$ cat config.mk
export PLATFORM = sky130hd
export DESIGN_NAME = call_button_conditioner
export DESIGN_NICKNAME = d
export VERILOG_FILES = /design/src/rtl/call_button_conditioner.sv
export SDC_FILE = /design/constraint.sdc
export NUM_CORES = 1
export LEC_CHECK = 0
export CORE_ASPECT_RATIO = 1.25
export CORE_UTILIZATION = 50
export CTS_BUF_LIST = sky130_fd_sc_hd__clkbuf_8
export DETAILED_ROUTE_END_ITERATION = 8
export PLACE_DENSITY = 0.75
export RECOVER_POWER = 50
export SYNTH_ARGS = -nofsm -noshare
export SYNTH_HDL_FRONTEND = slang
export SYNTH_HIERARCHICAL = 1
export SYNTH_SLANG_ARGS = --single-unit
$ cat constraint.sdc
create_clock -name clk -period 3.3 [get_ports clk]
set_input_delay 0.825 -clock clk [delete_from_list [all_inputs] [get_ports clk]]
set_output_delay 0.825 -clock clk [all_outputs]
set_load 0.005 [all_outputs]
$ cat src/rtl/call_button_conditioner.sv
// call_button_conditioner
//   Conditions raw, asynchronous, bouncy per-floor call buttons into clean
//   one-cycle floor_request pulses and drives the per-floor call lamps.
//   Each floor is handled by an independent call_button_lane instance:
//   2-flop synchroniser -> debounce counter -> rising-edge detect ->
//   duplicate suppression against the lamp -> registered request pulse.
//
// Optional feature (macro STUCK_BUTTON_DETECT_EN):
//   Adds per-floor stuck-button detection. A button held debounced-high for
//   STUCK_CYCLES cycles raises a sticky stuck_fault bit. While the fault is
//   set, that floor can no longer request or light its lamp. With the macro
//   undefined, stuck_fault is tied low.
//
// Ports:
//   clk            system clock, rising edge
//   reset          synchronous, active-low reset
//   btn_raw        raw call buttons (asynchronous, active-high)
//   current_floor  car position
//   door_open      door-open flag; with current_floor, marks a floor served
//   floor_request  one-cycle request pulses
//   call_lamp      pending-call lamps (registered)
//   btn_stable     debounced button levels (registered)
//   stuck_fault    sticky stuck-button flags

module call_button_lane #(
    parameter int DEBOUNCE_CYCLES = 16
`ifdef STUCK_BUTTON_DETECT_EN
    , parameter int STUCK_CYCLES = 1024
`endif
) (
    input  logic clk,
    input  logic reset,
    input  logic btn_raw,
    input  logic serve,
    output logic btn_stable,
    output logic floor_request,
    output logic call_lamp,
    output logic stuck_fault
);
    localparam logic [7:0] DB_MAX = 8'(DEBOUNCE_CYCLES);

    logic       s1, s2;
    logic       stable_d;
    logic [7:0] db_cnt;
    logic       acc;
    logic       fault;

    // Pulse for the cycle after btn_stable rises; falls are ignored.
    assign acc = btn_stable & ~stable_d;

    always_ff @(posedge clk) begin
        if (!reset) begin
            s1            <= 1'b0;
            s2            <= 1'b0;
            stable_d      <= 1'b0;
            db_cnt        <= 8'd0;
            btn_stable    <= 1'b0;
            floor_request <= 1'b0;
            call_lamp     <= 1'b0;
        end else begin
            s1       <= btn_raw;
            s2       <= s1;
            stable_d <= btn_stable;

            // Any sample equal to the accepted level restarts the count.
            if (s2 != btn_stable) begin
                if (db_cnt + 8'd1 == DB_MAX) begin
                    btn_stable <= s2;
                    db_cnt     <= 8'd0;
                end else begin
                    db_cnt <= db_cnt + 8'd1;
                end
            end else begin
                db_cnt <= 8'd0;
            end

            // A floor being served right now swallows the new call.
            floor_request <= acc & ~call_lamp & ~serve & ~fault;

            if (serve)
                call_lamp <= 1'b0;
            else if (acc & ~fault)
                call_lamp <= 1'b1;
        end
    end

`ifdef STUCK_BUTTON_DETECT_EN
    localparam int              SW     = $clog2(STUCK_CYCLES) + 1;
    localparam logic [SW-1:0]   ST_MAX = SW'(STUCK_CYCLES);

    logic [SW-1:0] st_cnt;

    always_ff @(posedge clk) begin
        if (!reset) begin
            st_cnt      <= '0;
            stuck_fault <= 1'b0;
        end else begin
            if (!btn_stable)
                st_cnt <= '0;
            else if (st_cnt != ST_MAX)
                st_cnt <= st_cnt + SW'(1);

            // Sticky until reset; set on the edge the count reaches the limit.
            if (btn_stable && (st_cnt + SW'(1) == ST_MAX))
                stuck_fault <= 1'b1;
        end
    end

    assign fault = stuck_fault;
`else
    assign stuck_fault = 1'b0;
    assign fault       = 1'b0;
`endif

endmodule

module call_button_conditioner #(
    parameter int NUM_FLOORS      = 4,
    parameter int DEBOUNCE_CYCLES = 16,
    parameter int FLOOR_W         = 2,
    parameter int STUCK_CYCLES    = 1024
) (
    input  logic                  clk,
    input  logic                  reset,
    input  logic [NUM_FLOORS-1:0] btn_raw,
    input  logic [FLOOR_W-1:0]    current_floor,
    input  logic                  door_open,
    output logic [NUM_FLOORS-1:0] floor_request,
    output logic [NUM_FLOORS-1:0] call_lamp,
    output logic [NUM_FLOORS-1:0] btn_stable,
    output logic [NUM_FLOORS-1:0] stuck_fault
);
    // Elaboration-time parameter sanity.
    if (DEBOUNCE_CYCLES < 2 || DEBOUNCE_CYCLES > 255) begin : g_bad_db
        $error("DEBOUNCE_CYCLES must be in 2..255");
    end
    if (FLOOR_W != $clog2(NUM_FLOORS)) begin : g_bad_fw
        $error("FLOOR_W must equal clog2(NUM_FLOORS)");
    end
    if (STUCK_CYCLES < 2) begin : g_bad_st
        $error("STUCK_CYCLES must be at least 2");
    end

    for (genvar i = 0; i < NUM_FLOORS; i++) begin : g_lane
        logic serve;

        // Only in-range floor codes can match; out-of-range codes serve nothing.
        assign serve = door_open && (current_floor == FLOOR_W'(i));

        call_button_lane #(
            .DEBOUNCE_CYCLES (DEBOUNCE_CYCLES)
`ifdef STUCK_BUTTON_DETECT_EN
            , .STUCK_CYCLES  (STUCK_CYCLES)
`endif
        ) u_lane (
            .clk           (clk),
            .reset         (reset),
            .btn_raw       (btn_raw[i]),
            .serve         (serve),
            .btn_stable    (btn_stable[i]),
            .floor_request (floor_request[i]),
            .call_lamp     (call_lamp[i]),
            .stuck_fault   (stuck_fault[i])
        );
    end

endmodule

==> results.py, run 1 <==
metrics = {
    "floorplan": {
        "initial_core_util_pct": 52.5,
        "die_x_um": 65.2,
        "die_area_um2": 5290,
        "die_y_um": 81.1,
        "core_um2": 4760,
        "pin_count": 25,
        "rows": 28,
    },
    "logic_synthesis": {
        "synthCells": 256,
        "syn_nets": 273,
        "avgSynthCellArea_um2": 9.77,
        "ys_seq_area_share_pct": 44.8,
        "synth-edff-count": 0,
        "yosys_most_used_dff": "dfxtp_1",
        "synth_seq_cells": 56,
        "synthArstFlopShare_pct": 0,
        "yosysWarningCount": 6,
        "syn_area_um2": 2500,
        "synth_cell_types": 27,
    },
    "job": {
        "maxCapViolCount": 0,
    },
    "routing": {
        "routed_wl_mm": 3.90,
        "viasPerCell": 5.17,
        "wire_per_inst_um": 11.4,
        "vias": 1763,
        "drc": 0,
        "ant_nets": 0,
        "first_iter_violations": 78,
        "dr.pass1.iters": 4,
    },
    "worst_setup_path": {
        "timing.rr.end": "g_lane[2].u_lane/db_cnt[2]",
        "crit_path_end": "g_lane[2].u_lane/floor_request",
        "path_cells": "clkdlybuf4s50_1, clkbuf_1, nand2b_1, nor4b_1",
        "reg2reg_slack_ps": 1600,
        "cp-end-kind": "flop",
        "reg2reg_depth": 6,
        "critical_path.max_fanout": 28,
        "worstSetupStartpointType": "primary input",
        "cpPeakStageDelay_ps": 930,
        "critical_path_class": "in -> reg",
        "r2r_start": "g_lane[2].u_lane/db_cnt[0]",
        "cpMaxStageDelayCell": "clkbuf_1",
        "required_ps": 3510,
        "worstPathArrival_ps": 2690,
        "crit_start": "reset",
    },
    "timing": {
        "fin_crit_ps": 2480,
        "hold_ws_ps": 422,
        "clock_skew_ps": 4.13,
        "setup_viol": 0,
        "slew_headroom_pct": 15.6,
        "rsz0062_at_grt": "no",
        "hold_viol_final": 0,
        "fmax_mhz": 402,
        "fin_crit_sh_pct": 75.3,
        "fin_setup_tns_ps": 0,
        "slew_viol_final": 0,
        "worst_pin_slew_ps": 1270,
    },
    "layout": {
        "syn_to_final_growth_pct": 13.6,
        "final_layout_size_suffix_gt1_share_pct": 7.83,
        "nets": 297,
        "num_antenna_cells": 0,
        "fillers": 450,
        "stdcell_area_um2": 2840,
        "final_core_util_pct": 59.6,
    },
    "run_status": {
        "status": "finished, final reports clean",
    },
    "cts": {
        "cts.sinks": 56,
        "clockBufferDepth": 2,
        "cts.repair.resized": 0,
        "clk_pin_slew_worst_paths_ps": 100,
        "clkLatencyLatePin_ps": 300,
        "cts_tree": "built",
        "cts_post_setup_buffers_inserted": 0,
        "ctsRootBufferMaster": "clkbuf_8",
        "htreeDepth": 2,
        "cts_buffers": 5,
        "cts-hold-fix-buffers": 0,
    },
    "place": {
        "place.port_buffers": 20,
        "placed_area_um2": 2750,
        "gp_congestion": 0.819,
        "hpwlAfterDp_mm": 2.85,
    },
    "global_route": {
        "grt_antenna_before_repair": 0,
        "grt_first_pass_wirelength_mm": 6.82,
        "grt-ovfl-total": 0,
        "grtUsageTotal_pct": 16.4,
        "grt_max_degree": 29,
        "grt_pass1_vias": 1616,
    },
    "hold_path": {
        "hold_path.class": "reg -> reg",
    },
    "power": {
        "fin_total_pwr_mw": 1.10,
        "power.density_nw_per_um2": 386,
        "peakVddDrop_v": 0.000227,
        "power.static_leakage_nw": 1.00,
    },
}
==> state kept, by name, summed over array words and instances (netlist names) <==
name and count:
g_lane.u_lane/btn_stable 4, g_lane.u_lane/call_lamp 4, g_lane.u_lane/db_cnt 32, g_lane.u_lane/floor_request 4, g_lane.u_lane/s1 4, g_lane.u_lane/s2 4
g_lane.u_lane/stable_d 4
==> routing by layer <==
layer	track usage, %	routed length (um)	up-vias
li1	-	-	920
met4	7.61	71	0
met2	26.7	1780	26
met3	3.79	142	6
met5	0	0	-
met1	20.5	1910	811
==> worst min path at each step <==
stage                                    startpoint                              to  slack, ps  depth (start not counted)
after global routing      g_lane[0].u_lane/stable_d  g_lane[0].u_lane/floor_request        430                          1
after detailed placement  g_lane[3].u_lane/stable_d  g_lane[3].u_lane/floor_request        410                          1
final                     g_lane[0].u_lane/stable_d  g_lane[0].u_lane/floor_request        420                          1
after floorplan           g_lane[1].u_lane/stable_d  g_lane[1].u_lane/floor_request        400                          1
after global placement    g_lane[1].u_lane/stable_d  g_lane[1].u_lane/floor_request        410                          1
after CTS                 g_lane[0].u_lane/stable_d  g_lane[0].u_lane/floor_request        420                          1
==> cell families (layout without fill, tap and decap cells) <==
family | after synthesis | in the layout | synth area share (%)
DFF | 56 | 56 | 44.8
adders and majority gates | 8 | 8 | 4.00
other | 4 | 4 | 0.600
AOI/OAI and AO/OA | 28 | 28 | 12.2
xor gates and xnor gates | 36 | 36 | 12.6
buffers and inverters | 12 | 37 | 2.40
and+or+nand+nor | 112 | 112 | 23.3
==> worst max-delay path, delay by kind of cell <==
family                 cells  cell delay [ps]
buffers and inverters      2             1390
and+or+nand+nor            2              460
==> layout make-up <==
| type | count | area [um2] | share of cell area (%) |
|---|---|---|---|
| Clock buffer | 5 | 68.8 | 2.42 |
| Clock inverter | 3 | 22.5 | 0.793 |
| Inverter | 8 | 30.0 | 1.06 |
| Multi-Input combinational cell | 188 | 1320 | 46.4 |
| Sequential cell | 56 | 1120 | 39.5 |
| Tap cell | 60 | 75.1 | 2.64 |
| Timing Repair Buffer | 21 | 204 | 7.18 |
==> Yosys cell counts, types with 8 or more instances <==
library cell,count,area [um2]
ha_1,8,100
xnor2_1,12,105
xor2_1,24,210
inv_1,8,30.0
nand3_1,16,80.1
nor2_1,40,150
and2_1,12,75.1
nand2_1,16,60.1
dfxtp_1,56,1120
==> cells in the final DEF (no fill, tap or decap), types with 5 or more instances in the layout <==
cell type and instances:
xor2_1 24, and2_1 6, and2_0 6, clkbuf_8 5, dfxtp_1 56, nor2_1 40
clkdlybuf4s50_1 20, nand3_1 16, nand2_1 16, inv_1 8, xnor2_1 12, ha_1 8
==> metrics by stage <==
stage | std cells | setup slack, ps
after global placement | 333 | 1280
after global routing | 341 | 572
after CTS | 341 | 1170
after floorplan | 256 | 1840
after detailed placement | 333 | 1180
final | 341 | 815
==> where the power goes <==
part	switching, mW	internal [mW]	leakage (nW)
sequential	0.00393	0.681	0.453
combinational	0.0181	0.0180	0.498
clock	0.221	0.153	0.0485
(Power assumes the default switching activity.)
==> inputs of run 2 (changes only) <==
- PLACE_DENSITY: 0.75 -> 0.78
- clock period: 3.3 -> 2.2 ns (I/O delays scaled with it)
==> run 2 against run 1 <==
Net effect:
- clock power grew 48%
- non-clock buffer count is the same
- clock skew grew 5.9 ps
- design area is the same
- via count grew 1.2%
==> results.py, run 2 (same netlist as run 1, synthesis figures left out) <==
metrics = {
    "worst_setup_path": {
        "cpLargestDelayFamily": "buffers and inverters",
        "critical_path.max_fanout": 5,
        "path_cells": "clkdlybuf4s50_1",
        "required_ps": 1650,
        "cpPeakStageDelay_ps": 540,
        "worstSetupStartpointType": "flop",
        "r2r_start": "g_lane[0].u_lane/db_cnt[0]",
        "reg2reg_slack_ps": 440,
        "timing.rr.end": "g_lane[0].u_lane/db_cnt[2]",
        "critical_path_class": "reg -> out",
        "cpMaxStageDelayCell": "clkdlybuf4s50_1",
        "worstPathBufferInverterCount": 1,
        "worstPathArrival_ps": 1280,
        "cp-end-kind": "primary output",
        "reg2reg_depth": 6,
        "crit_start": "g_lane[3].u_lane/btn_stable",
    },
    "floorplan": {
        "rows": 28,
        "die_area_um2": 5290,
        "pin_count": 25,
        "die_y_um": 81.1,
        "die_x_um": 65.2,
        "core_um2": 4760,
        "initial_core_util_pct": 52.5,
    },
    "routing": {
        "viasPerCell": 5.23,
        "vias": 1784,
        "wire_per_inst_um": 12.3,
        "routed_wl_mm": 4.18,
        "dr.pass1.iters": 4,
        "drc": 0,
        "ant_nets": 0,
        "first_iter_violations": 109,
    },
    "global_route": {
        "grt-ovfl-total": 0,
        "grt_max_degree": 29,
        "grtUsageTotal_pct": 18.0,
        "grt_pass1_vias": 1750,
        "grt_antenna_before_repair": 0,
        "grt_first_pass_wirelength_mm": 7.39,
    },
    "place": {
        "placed_area_um2": 2750,
        "place.port_buffers": 20,
        "gp_congestion": 0.840,
        "hpwlAfterDp_mm": 3.05,
    },
    "timing": {
        "rsz0062_at_grt": "no",
        "hold_viol_final": 0,
        "fin_setup_tns_ps": 0,
        "fin_crit_ps": 1830,
        "slew_viol_final": 0,
        "slew_headroom_pct": 61.0,
        "fmax_mhz": 546,
        "fin_crit_sh_pct": 83.3,
        "setup_viol": 0,
        "worst_pin_slew_ps": 585,
        "clock_skew_ps": 10.0,
    },
    "layout": {
        "layout_common_cells": "dfxtp_1, nor2_1, xor2_1",
        "num_antenna_cells": 0,
        "syn_to_final_growth_pct": 13.6,
        "final_layout_size_suffix_gt1_share_pct": 8.19,
        "layout_commonest_cell": "dfxtp_1",
        "largest_register_ffs": 32,
        "top_register": "g_lane.u_lane/db_cnt",
        "nets": 297,
        "final_core_util_pct": 59.6,
        "stdcell_area_um2": 2840,
    },
    "cts": {
        "cts.repair.resized": 0,
        "clockBufferDepth": 2,
        "cts-hold-fix-buffers": 0,
        "cts.sinks": 56,
        "ctsRootBufferMaster": "clkbuf_8",
        "htreeDepth": 2,
        "cts_post_setup_buffers_inserted": 0,
        "clk_pin_slew_worst_paths_ps": 100,
        "clkLatencyLatePin_ps": 310,
        "cts_tree": "built",
        "cts_buffers": 5,
    },
    "power": {
        "power.density_nw_per_um2": 576,
        "peakVddDrop_v": 0.000422,
        "power.static_leakage_nw": 1.00,
    },
    "hold_path": {
        "worst_hold_startpoint": "g_lane[0].u_lane/stable_d",
        "hold_path.class": "reg -> reg",
        "min_to": "g_lane[0].u_lane/floor_request",
        "whs_path_depth": 1,
    },
    "run_status": {
        "status": "finished, final reports clean",
    },
    "job": {
        "maxCapViolCount": 0,
    },
}
run 2: cell types whose count changed in the layout (fill, tap and decap cells not counted), sizes merged:
cell,before,now
clkdlybuf4s50,20,19
clkinv,2,1
clkinvlp,0,1
dlygate4sd3,0,1
run 2: metrics by stage:
step	power [mW]	hold WS, ps	cells	setup slack, ps
after CTS	1.67	415	341	354
after global routing	1.71	440	341	257
after global placement	1.11	408	333	459
after detailed placement	1.11	411	333	354
after floorplan	1.08	400	256	736
final	1.64	415	341	367
run 2: cell type report:
cell class / count / area, um2
fillers: 421 / 1920
multi-input cells: 188 / 1320
flip-flops and latches: 56 / 1120
repair buffers: 21 / 205
well taps: 60 / 75.1
clock buffers: 5 / 68.8
inverters: 8 / 30.0
clock inverters: 3 / 21.3
run 2: worst max path at each step:
stage | to | slack, ps | depth (start not counted)
after floorplan | g_lane[0].u_lane/db_cnt[2] | 740 | 6
after global placement | g_lane[1].u_lane/floor_request | 460 | 4
after detailed placement | g_lane[2].u_lane/btn_stable | 350 | 4
after CTS | btn_stable[3] | 350 | 1
after global routing | g_lane[1].u_lane/db_cnt[4] | 260 | 6
final | btn_stable[3] | 370 | 1
run 2: power breakdown:
group	switching, mW	internal, mW	total, mW
Sequential	0.00593	1.02	1.03
Clock	0.328	0.227	0.554
Combinational	0.0278	0.0267	0.0545
Total	0.361	1.28	1.64
run 2: metal layers:
layer	track usage, %	wire [um]	up-vias
met1	22.4	2000	825
met5	0	0	-
li1	-	-	920
met4	7.83	73	0
met2	30.4	1970	32
met3	3.09	136	7
run 2: worst register-to-register path: stages (launching register included):
cell	delay, ps
dfxtp_1	440
ha_1	330
nand2_1	90
o2bb2ai_1	170
nand3_1	200
o311ai_4	340
nor2_1	80
